==> config.mk <==
export PLATFORM = sky130hd
export DESIGN_NAME = seq_pattern_sched
export DESIGN_NICKNAME = d
export VERILOG_FILES = /design/src/rtl/seq_sched_pkg.sv /design/src/rtl/seq_rr_arbiter.sv /design/src/rtl/seq_pattern_sched.sv
export SDC_FILE = /design/constraint.sdc
export NUM_CORES = 1
export LEC_CHECK = 0
export ABC_AREA = 1
export BUFFER_PORTS_ARGS = -buffer_cell sky130_fd_sc_hd__buf_2
export CAP_MARGIN = 20
export CORE_UTILIZATION = 40
export CTS_BUF_LIST = sky130_fd_sc_hd__clkbuf_4 sky130_fd_sc_hd__clkbuf_8
export DETAILED_ROUTE_END_ITERATION = 16
export GPL_TIMING_DRIVEN = 0
export HOLD_SLACK_MARGIN = 0.1
export RECOVER_POWER = 100
export SLEW_MARGIN = 30
export SYNTH_ARGS = -nofsm -noshare
export SYNTH_HDL_FRONTEND = slang
export SYNTH_SLANG_ARGS = --single-unit
==> constraint.sdc <==
create_clock -name clk -period 2.6 [get_ports clk]
set_input_delay 0.39 -clock clk [delete_from_list [all_inputs] [get_ports clk]]
set_output_delay 0.39 -clock clk [all_outputs]
set_load 0.03 [all_outputs]
==> src/rtl/seq_sched_pkg.sv <==
// Shared types and helpers for the lane pattern scheduler.
package seq_sched_pkg;

   localparam int NUM_LANES = 6;

   typedef logic [2:0] lane_code_t;

   typedef enum logic [2:0] {
      IDLE   = 3'd0,
      FIRST  = 3'd1,
      WAIT   = 3'd2,
      SECOND = 3'd3,
      DONE   = 3'd4
   } sched_state_e;

   // Lane code to one-hot lane vector; codes 6 and 7 map to no lane.
   function automatic logic [NUM_LANES-1:0] onehot6(input lane_code_t c);
      logic [NUM_LANES-1:0] r;
      case (c)
         3'd0:    r = 6'b000001;
         3'd1:    r = 6'b000010;
         3'd2:    r = 6'b000100;
         3'd3:    r = 6'b001000;
         3'd4:    r = 6'b010000;
         3'd5:    r = 6'b100000;
         default: r = '0;
      endcase
      return r;
   endfunction

   function automatic logic lane_bad(input lane_code_t c);
      return (c > 3'd5);
   endfunction

endpackage

==> src/rtl/seq_rr_arbiter.sv <==
// Round-robin pick: first set request at or after ptr, wrapping. Purely combinational.
module seq_rr_arbiter
   import seq_sched_pkg::*;
#(
   parameter int NREQ = 4,
   parameter int IW   = (NREQ > 1) ? $clog2(NREQ) : 1
) (
   input  logic [NREQ-1:0] req,
   input  logic [IW-1:0]   ptr,
   output logic [NREQ-1:0] gnt,
   output logic [IW-1:0]   idx
);

   // Scan NREQ positions starting at ptr; the first hit wins.
   always_comb begin
      int  j;
      logic found;
      gnt   = '0;
      idx   = '0;
      found = 1'b0;
      j     = 0;
      for (int k = 0; k < NREQ; k++) begin
         j = int'(ptr) + k;
         if (j >= NREQ) j = j - NREQ;
         if (!found && req[j]) begin
            found  = 1'b1;
            gnt[j] = 1'b1;
            idx    = IW'(j);
         end
      end
   end

endmodule

==> src/rtl/seq_pattern_sched.sv <==
// Shares six stimulus lanes among NREQ requesters; each grant plays one
// "w ##dly y" pattern. All outputs are registered, so every lane/done pulse
// appears one cycle after the state that produces it.
module seq_pattern_sched
   import seq_sched_pkg::*;
#(
   parameter int NREQ  = 4,
   parameter int DLY_W = 4
) (
   input  logic                   clk,
   input  logic                   reset_n,
   input  logic [NREQ-1:0]        req,
   input  logic [NREQ*3-1:0]      req_w,
   input  logic [NREQ*3-1:0]      req_y,
   input  logic [NREQ*DLY_W-1:0]  req_dly,
   input  logic                   abort,
   output logic [NREQ-1:0]        gnt,
   output logic [NREQ-1:0]        done,
   output logic [NUM_LANES-1:0]   lane_o,
   output logic                   busy,
   output logic                   code_err
);

   localparam int IW = (NREQ > 1) ? $clog2(NREQ) : 1;

   sched_state_e         state_q, state_d;
   logic [IW-1:0]        ptr_q, ptr_d, gidx_q, gidx_d, arb_idx, ptr_inc;
   logic [NREQ-1:0]      arb_gnt, gnt_d, done_d;
   lane_code_t           w_q, w_d, y_q, y_d;
   logic [DLY_W-1:0]     dly_q, dly_d, cnt_q, cnt_d;
   logic [NUM_LANES-1:0] lane_d;
   logic                 err_d;

   seq_rr_arbiter #(.NREQ(NREQ), .IW(IW)) u_arb (
      .req (req),
      .ptr (ptr_q),
      .gnt (arb_gnt),
      .idx (arb_idx)
   );

   // Pointer moves to the requester after the current grantee.
   assign ptr_inc = (int'(gidx_q) == NREQ-1) ? '0 : gidx_q + IW'(1);

   // Next state, latched fields and next output values; abort overrides all.
   always_comb begin
      state_d = state_q;
      ptr_d   = ptr_q;
      gidx_d  = gidx_q;
      w_d     = w_q;
      y_d     = y_q;
      dly_d   = dly_q;
      cnt_d   = cnt_q;
      gnt_d   = gnt;
      done_d  = '0;
      lane_d  = '0;
      err_d   = 1'b0;
      case (state_q)
         IDLE: begin
            gnt_d = '0;
            if (!abort && (|req)) begin
               gidx_d  = arb_idx;
               gnt_d   = arb_gnt;
               w_d     = req_w[3*int'(arb_idx) +: 3];
               y_d     = req_y[3*int'(arb_idx) +: 3];
               dly_d   = req_dly[DLY_W*int'(arb_idx) +: DLY_W];
               state_d = FIRST;
            end
         end
         FIRST: begin
            lane_d = onehot6(w_q);
            err_d  = lane_bad(w_q);
            if (dly_q == '0) begin
               lane_d  = lane_d | onehot6(y_q);
               err_d   = err_d | lane_bad(y_q);
               state_d = DONE;
            end else if (dly_q == DLY_W'(1)) begin
               state_d = SECOND;
            end else begin
               cnt_d   = dly_q - DLY_W'(1);
               state_d = WAIT;
            end
         end
         WAIT: begin
            if (cnt_q == DLY_W'(1)) state_d = SECOND;
            else                    cnt_d   = cnt_q - DLY_W'(1);
         end
         SECOND: begin
            lane_d  = onehot6(y_q);
            err_d   = lane_bad(y_q);
            state_d = DONE;
         end
         DONE: begin
            done_d  = gnt;
            ptr_d   = ptr_inc;
            state_d = IDLE;
         end
         default: state_d = IDLE;
      endcase
      if (abort && (state_q != IDLE)) begin
         state_d = IDLE;
         gnt_d   = '0;
         done_d  = '0;
         lane_d  = '0;
         err_d   = 1'b0;
         ptr_d   = ptr_inc;
      end
   end

   // State, latched request fields and registered outputs.
   always_ff @(posedge clk or negedge reset_n) begin
      if (!reset_n) begin
         state_q  <= IDLE;
         ptr_q    <= '0;
         gidx_q   <= '0;
         w_q      <= '0;
         y_q      <= '0;
         dly_q    <= '0;
         cnt_q    <= '0;
         gnt      <= '0;
         done     <= '0;
         lane_o   <= '0;
         busy     <= 1'b0;
         code_err <= 1'b0;
      end else begin
         state_q  <= state_d;
         ptr_q    <= ptr_d;
         gidx_q   <= gidx_d;
         w_q      <= w_d;
         y_q      <= y_d;
         dly_q    <= dly_d;
         cnt_q    <= cnt_d;
         gnt      <= gnt_d;
         done     <= done_d;
         lane_o   <= lane_d;
         busy     <= (state_d != IDLE);
         code_err <= err_d;
      end
   end

endmodule

## After elaboration in Yosys (flattened, before gate mapping)

Index checks and enable logic that the tools add are counted.

| storage, ports and cells | value |
|---|---|
| register bits | 37 |
| input bits | 47 |
| word-level logic and storage cells | 154 |
| output and inout bits | 16 |

| cells by class | value |
|---|---|
| multiply operators | 1 |
| add/subtract/negate cells | 10 |
| shift operators | 3 |
| mux-type cells | 64 |
| equal/unequal tests | 20 |
| reductions and logical operators | 25 |
| magnitude comparators | 14 |
| bitwise logic cells | 5 |

Operators with widths:

| operator | number |
|---|---|
| $ge A32 B1 Y1 const B | 4 |
| $lt A32 B4 Y1 const B | 4 |
| $mux W32 | 4 |
| $ge A32 B4 Y1 const B | 3 |
| $sub A32 B4 Y32 const B | 3 |
| $pmux W6 S6 | 2 |
| $mux W4 | 12 |
| $shiftx A12 B32 Y3 | 1 |
| $mux W6 | 5 |
| $eq A3 B2 Y1 const B | 6 |
| $mux W1 | 18 |
| $shiftx A16 B5 Y4 | 1 |
| $eq A3 B3 Y1 const B | 5 |
| $mux W2 | 7 |
| $mux W3 | 4 |
| $or A4 B4 Y4 | 3 |
| $pmux W3 S4 | 1 |
| $pmux W6 S2 | 1 |
| $shiftx A12 B5 Y3 | 1 |
| $eq A3 B1 Y1 const B | 3 |
| $logic_and A1 B1 Y1 | 9 |
| $logic_not A3 Y1 | 3 |
| $bmux W1 S2 | 4 |
| $demux W1 S2 | 4 |
| other kinds (22) | 34 |

## Depth between registers and ports, before layout

| depth | value |
|---|---|
| depth after elaboration | 18 |
| depth in mapped cells | 15 |
| depth with buffers taken out | 14 |

## Hierarchy

Synthesis repeated with hierarchy kept, for this count alone.

| second synthesis, totals | value |
|---|---|
| cells, all modules | 384 |
| area total of the unflattened synthesis | 2690.1 um^2 |

Modules (own cells, without submodules):

| module | instances | cells each | sequential area each (um^2) | area each (um^2) |
|---|---|---|---|---|
| seq_pattern_sched | 1 | 299 | 925.9 | 2137.0 |
| seq_rr_arbiter | 1 | 85 | 0.0 | 553.0 |

## Worst setup path after synthesis

No wires, ideal clock.

| path | value |
|---|---|
| path type | reg2reg |
| start point | register ptr_q[0] |
| end point | register dly_q[3] |
| setup slack | 596 ps |
| period minus slack after synthesis | 2004 ps |
| data required time | 2483 ps |
| stages on the path, launching flop included | 15 |
| path buffers | 1 |
| setup time | 117 ps |
| arrival | 1887 ps |
| cell sequence | dfrtp_1 > inv_2 > ha_1 > inv_1 > nand3_1 > nand2_1 > nor2_2 > nor2_2 > nand2_4 > nand2_2 > buf_6 > nand2_1 > nand3_1 > nand3_1 > nand2_1 |

| between the ends | value |
|---|---|
| cells in the longest elaborated chain, start to end | 16 |
| elaborated cells between the ends (all ways) | 41 |
| classes of those cells | add/sub (7); order compare (4); shift (1); mux (23); reduce/logical (6) |

RTL lines:

| item | line | RTL |
|---|---|---|
| start: declaration | seq_pattern_sched.sv:27 | `logic [IW-1:0] ptr_q, ptr_d, gidx_q, gidx_d, arb_idx, ptr_inc;` |
| start signal: assignment | seq_pattern_sched.sv:126 | `ptr_q <= ptr_d;` |
| branches (longest 14 deep; another with $sub A32 B4 Y32) | n/a |  |
| $mux W2 * | seq_rr_arbiter.sv:25 | `if (!found && req[j]) begin` |
| $shiftx A16 B5 Y4 * | seq_pattern_sched.sv:65 | `dly_d = req_dly[DLY_W*int'(arb_idx) +: DLY_W];` |
| end signal: assignment | seq_pattern_sched.sv:130 | `dly_q <= dly_d;` |
| end: declaration | seq_pattern_sched.sv:30 | `logic [DLY_W-1:0] dly_q, dly_d, cnt_q, cnt_d;` |

Mark *: on every way between the ends. The select of a mux whose other input is x is not followed.
A chain may end at the register's enable or synchronous reset.

## Worst setup path in the final report

| path | value |
|---|---|
| start point | register ptr_q[1] |
| end point | register w_q[0] |

| between the ends | value |
|---|---|
| cells in the longest elaborated chain, start to end | 17 |
| elaborated cells between the ends (all ways) | 42 |
| classes of those cells | add/sub (7); mul (1); order compare (4); shift (1); mux (23); reduce/logical (6) |

RTL lines:

| item | line | RTL |
|---|---|---|
| branches (longest 14 deep; another with $sub A32 B4 Y32) | n/a |  |
| $mux W2 * | seq_rr_arbiter.sv:25 |  |
| $mul A2 B2 Y4 * | seq_pattern_sched.sv:63 | `w_d = req_w[3*int'(arb_idx) +: 3];` |
| $shiftx A12 B32 Y3 * | seq_pattern_sched.sv:63 |  |
| end signal: assignment | seq_pattern_sched.sv:128 | `w_q <= w_d;` |
| end: declaration | seq_pattern_sched.sv:29 | `lane_code_t w_q, w_d, y_q, y_d;` |

Marked as above.

==> tab_implementation.tex <==
\begin{tabular}{lr}
\hline
Metric & Value \\
\hline
\multicolumn{2}{l}{\textbf{Timing}} \\
Fin. Hold Viols & 0 \\
Finish-stage setup viols & 0 \\
RSZ-0062 raised after global routing & false \\
Share of the clock period used by the worst path & 90.6\% \\
Peak Freq & between 0.4 and 0.5 GHz \\
Worst Max-Slew Pin Slew & 1.89 ns \\
Layout Skew & approximately 0.0058 ns \\
Total negative slack & 0 ns \\
Worst slew slack as a fraction of its limit & -25.8\% \\
Worst setup margin & approximately 0.24 ns \\
Period minus WS final & approximately 2.4 ns \\
Final slew viol count & 38 \\
\multicolumn{2}{l}{\textbf{Power and ir drop}} \\
Overall power of the completed layout & $\sim$4.2 mW \\
Maximum VDD drop & approximately 0.7 mV \\
LEAKAGE & approximately 1.8 nW \\
Cell area power density & about 1400 nW/um2 \\
\multicolumn{2}{l}{\textbf{Routing}} \\
Total number of vias & between 2000 and 3000 \\
Detailed Routing Iterations Pass 1 & 4 \\
DRT Wirelength & about 5700 um \\
WL met3 & about 260 um \\
DRC violation count after routing & 0 \\
Per-cell via count in the routed design & 4.67 \\
Wire length on met1 & about 3000 um \\
Uppermost routed layer & met4 \\
Routed length on met2 & roughly 2400 um \\
Final ANT Viol Nets & 0 \\
Starting DRC count in detailed routing & 113 \\
Average routed wire per standard cell & roughly 11 um \\
\multicolumn{2}{l}{\textbf{Critical path}} \\
Worst path most repeated cell & nand2\_1 \\
Endpoint of the most critical register-to-register path & w\_q[0] \\
Type of element capturing the critical path & flip-flop \\
Worst-path cell with the longest stage delay & dfrtp\_1 \\
Reg2reg start & ptr\_q[1] \\
Startpoint class of the critical path & flip-flop \\
Series of cell instances along the critical path & inv\_1 -> ha\_1 -> inv\_1 -> nand3\_1 -> nand2\_1 -> nor2\_1 -> nand2\_2 -> nor2\_1 -> nor2\_2 -> buf\_4 -> nand3\_1 -> nand2\_1 -> nand2\_1 -> nand2\_1 \\
Worst path max stage delay & about 0.44 ns \\
Required time of the critical path & approximately 2.8 ns \\
Buffer and inverter count on the worst path & 3 \\
R2R depth & 14 \\
Family of cells with the greatest summed delay on the critical path & simple AND/OR/NAND/NOR gates \\
Worst R2R Setup Slack & $\sim$0.24 ns \\
Critical Setup Path Class & flip-flop to flip-flop \\
CP max FO & 10 \\
Worst path arrival time & 2.54 ns \\
\multicolumn{2}{l}{\textbf{GRT}} \\
Number of global-route vias before repair & roughly 2400 \\
Antenna violations before repair & 0 \\
Overflow after GRT & 0 \\
Largest net degree at the start of global routing & 38 \\
Global-route wire length before repair & 10300 um \\
Global-route usage over all layers & 19.5\% \\
\multicolumn{2}{l}{\textbf{Floorplanning}} \\
Y dimension of the die & 82.4 um \\
Site row count & 28 \\
Effective utilization at floorplan & a little over two fifths \\
Horiz. Die Dim & about 80 um \\
Die Footprint & a little under 7000 um2 \\
CORE AREA & slightly above 6000 um2 \\
IO Count & 63 \\
\multicolumn{2}{l}{\textbf{Yosys}} \\
Library cells used by synthesis & 31 \\
Mean instance size in the synthesized netlist & between 6 and 7 um2 \\
Warnings from Yosys & 0 \\
Net count of the mapped netlist & 446 \\
Share of synthesized area occupied by flip-flops and latches & 35.8\% \\
Cell count after synthesis & 390 \\
Syn Std Cell Area & approximately 2600 um2 \\
Post-synthesis sequential element count & 37 \\
\multicolumn{2}{l}{\textbf{Clock network}} \\
Clock Path Buffers & 2 \\
Number of H-tree levels & 2 \\
Clock tree sinks & 37 \\
Insertion delay to the later sink of the worst-skew pair & roughly 0.29 ns \\
Clock Root Buffer & clkbuf\_8 \\
Hold-fix buffers, CTS & 0 \\
Total of cells resized after clock tree synthesis & 0 \\
Clock transition at the registers of the reported paths & about 0.07 ns \\
Total CTS buffers & 5 \\
TritonCTS clock tree & built \\
Setup Fix Bufs, Post-CTS & 0 \\
\multicolumn{2}{l}{\textbf{Run status}} \\
Result of the run & finished with violations \\
Failing checks & max-capacitance violations, max-slew violations \\
\multicolumn{2}{l}{\textbf{Job}} \\
Max Cap Viol & 1 \\
\multicolumn{2}{l}{\textbf{Hold path}} \\
Number of cells on the worst hold path & 4 \\
Hold endpoint & gnt[3] \\
Worst min-delay path startpoint & abort \\
Worst min path class & input pin to flip-flop \\
\multicolumn{2}{l}{\textbf{Final layout}} \\
Share of the core filled with cells & slightly above 50\% \\
Most common cell after layout, fill and taps aside & nand2\_1 \\
Area overhead of the layout relative to synthesis & 19.4\% \\
Count of nets after finishing & $\sim$520 \\
Area of all placed cells without fillers & $\sim$3100 um2 \\
Share of cells above drive strength 1 & $\sim$17\% \\
Top library cells by usage in the layout, fill and taps aside & nand2\_1, inv\_1, nand3\_1 \\
\# diodes & 0 \\
\multicolumn{2}{l}{\textbf{Place}} \\
DP Wirelength & around 4500 um \\
Number of buffers inserted by port buffering & 62 \\
Weighted congestion reported at the end of routability-driven placement & $\sim$0.86 \\
Placed Area & 2990 um2 \\
Pre-CTS setup slack & between 0.2 and 0.25 ns \\
\hline
\end{tabular}
[per-layer routing]
metal,vias to the layer above,global-route usage (%)
met5,-,0
met4,0,6.84
met3,8,1.98
met2,74,32.2
met1,1075,26.3
li1,1343,-
[synthesized netlist by cell type]
master    instances  area, um2
xnor2_1           1       8.76
clkbuf_1          1       3.75
o41ai_1           1       8.76
inv_1            79        297
nand3_1          57        285
a22oi_1           1       7.51
o22ai_1           2       12.5
nor3b_1           1       7.51
mux2_2            1       11.3
ha_1              9        113
dfrtp_1          37        926
inv_2             3       11.3
nor2_2            5       31.3
nor2_1           28        105
nand3_2           2       20.0
o32ai_1           1       8.76
a32oi_1           2       17.5
nand2_4           2       22.5
a21oi_1           8       40.0
a31oi_1           1       6.26
o21ai_0          21        105
nor3_1            3       15.0
nand4_1           2       12.5
nand2_1         107        402
buf_4             3       22.5
a21boi_0          1       7.51
nand3b_1          1       7.51
xor2_1            1       8.76
nand2_2           4       25.0
buf_2             3       15.0
buf_6             2       22.5
[state kept, by name (all words and copies together) (netlist names)]
register and flops:
ptr_q 2, w_q 3, dly_q 4, code_err 1, state_q 3, cnt_q 4
gnt 4, y_q 3, done 4, gidx_q 2, busy 1, lane_o 6
[cell type report]
type	instances	area (um2)
Fill cell	679	2970
Multi-Input combinational cell	262	1290
Sequential cell	37	927
Inverter	82	308
Timing Repair Buffer	62	289
Tap cell	75	93.8
Clock buffer	6	82.6
Buffer	9	63.8
Clock inverter	2	37.5
[where the power goes]
| part | switching, mW | internal (mW) |
|---|---|---|
| Combinational | 1.75 | 0.952 |
| Sequential | 0.186 | 0.798 |
| Clock | 0.196 | 0.312 |
| Total | 2.13 | 2.06 |
[cell families (layout without fill, tap and decap cells)]
group                    count (synthesis)  after routing  share of synthesized area [%]
XOR/XNOR                                 2              2                          0.677
AO/OA/AOI/OAI                           38             38                           8.27
AND/OR/NAND/NOR                        212            212                           36.1
buffers and inverters                   91            161                           14.4
adder cells (fa/ha/maj)                  9              9                           4.35
multiplexers                             1              1                          0.435
flip-flops                              37             37                           35.8
[stage by stage]
| step | hold WS (ns) | std cells |
|---|---|---|
| after floorplan | 0.0944 | 390 |
| after global placement | 0.481 | 527 |
| after detailed placement | 0.478 | 527 |
| after CTS | 0.213 | 535 |
| after global routing | 0.429 | 535 |
| final | 0.388 | 535 |
[worst max path at each step]
stage / start / to / depth (start not counted)
after CTS: ptr_q[0] / w_q[2] / 14
final: ptr_q[1] / w_q[0] / 14
after global routing: ptr_q[0] / w_q[0] / 14
after floorplan: ptr_q[0] / dly_q[3] / 14
after detailed placement: ptr_q[0] / w_q[2] / 14
after global placement: ptr_q[0] / dly_q[2] / 14
[worst register-to-register path: cells and delay by family, from the launching register on]
kind | cells | cell delay, ns
simple gates | 10 | 1.00
flops | 1 | 0.44
buf+inv | 3 | 0.42
fa+ha+maj | 1 | 0.40
Power figures use the tool's default switching activity.
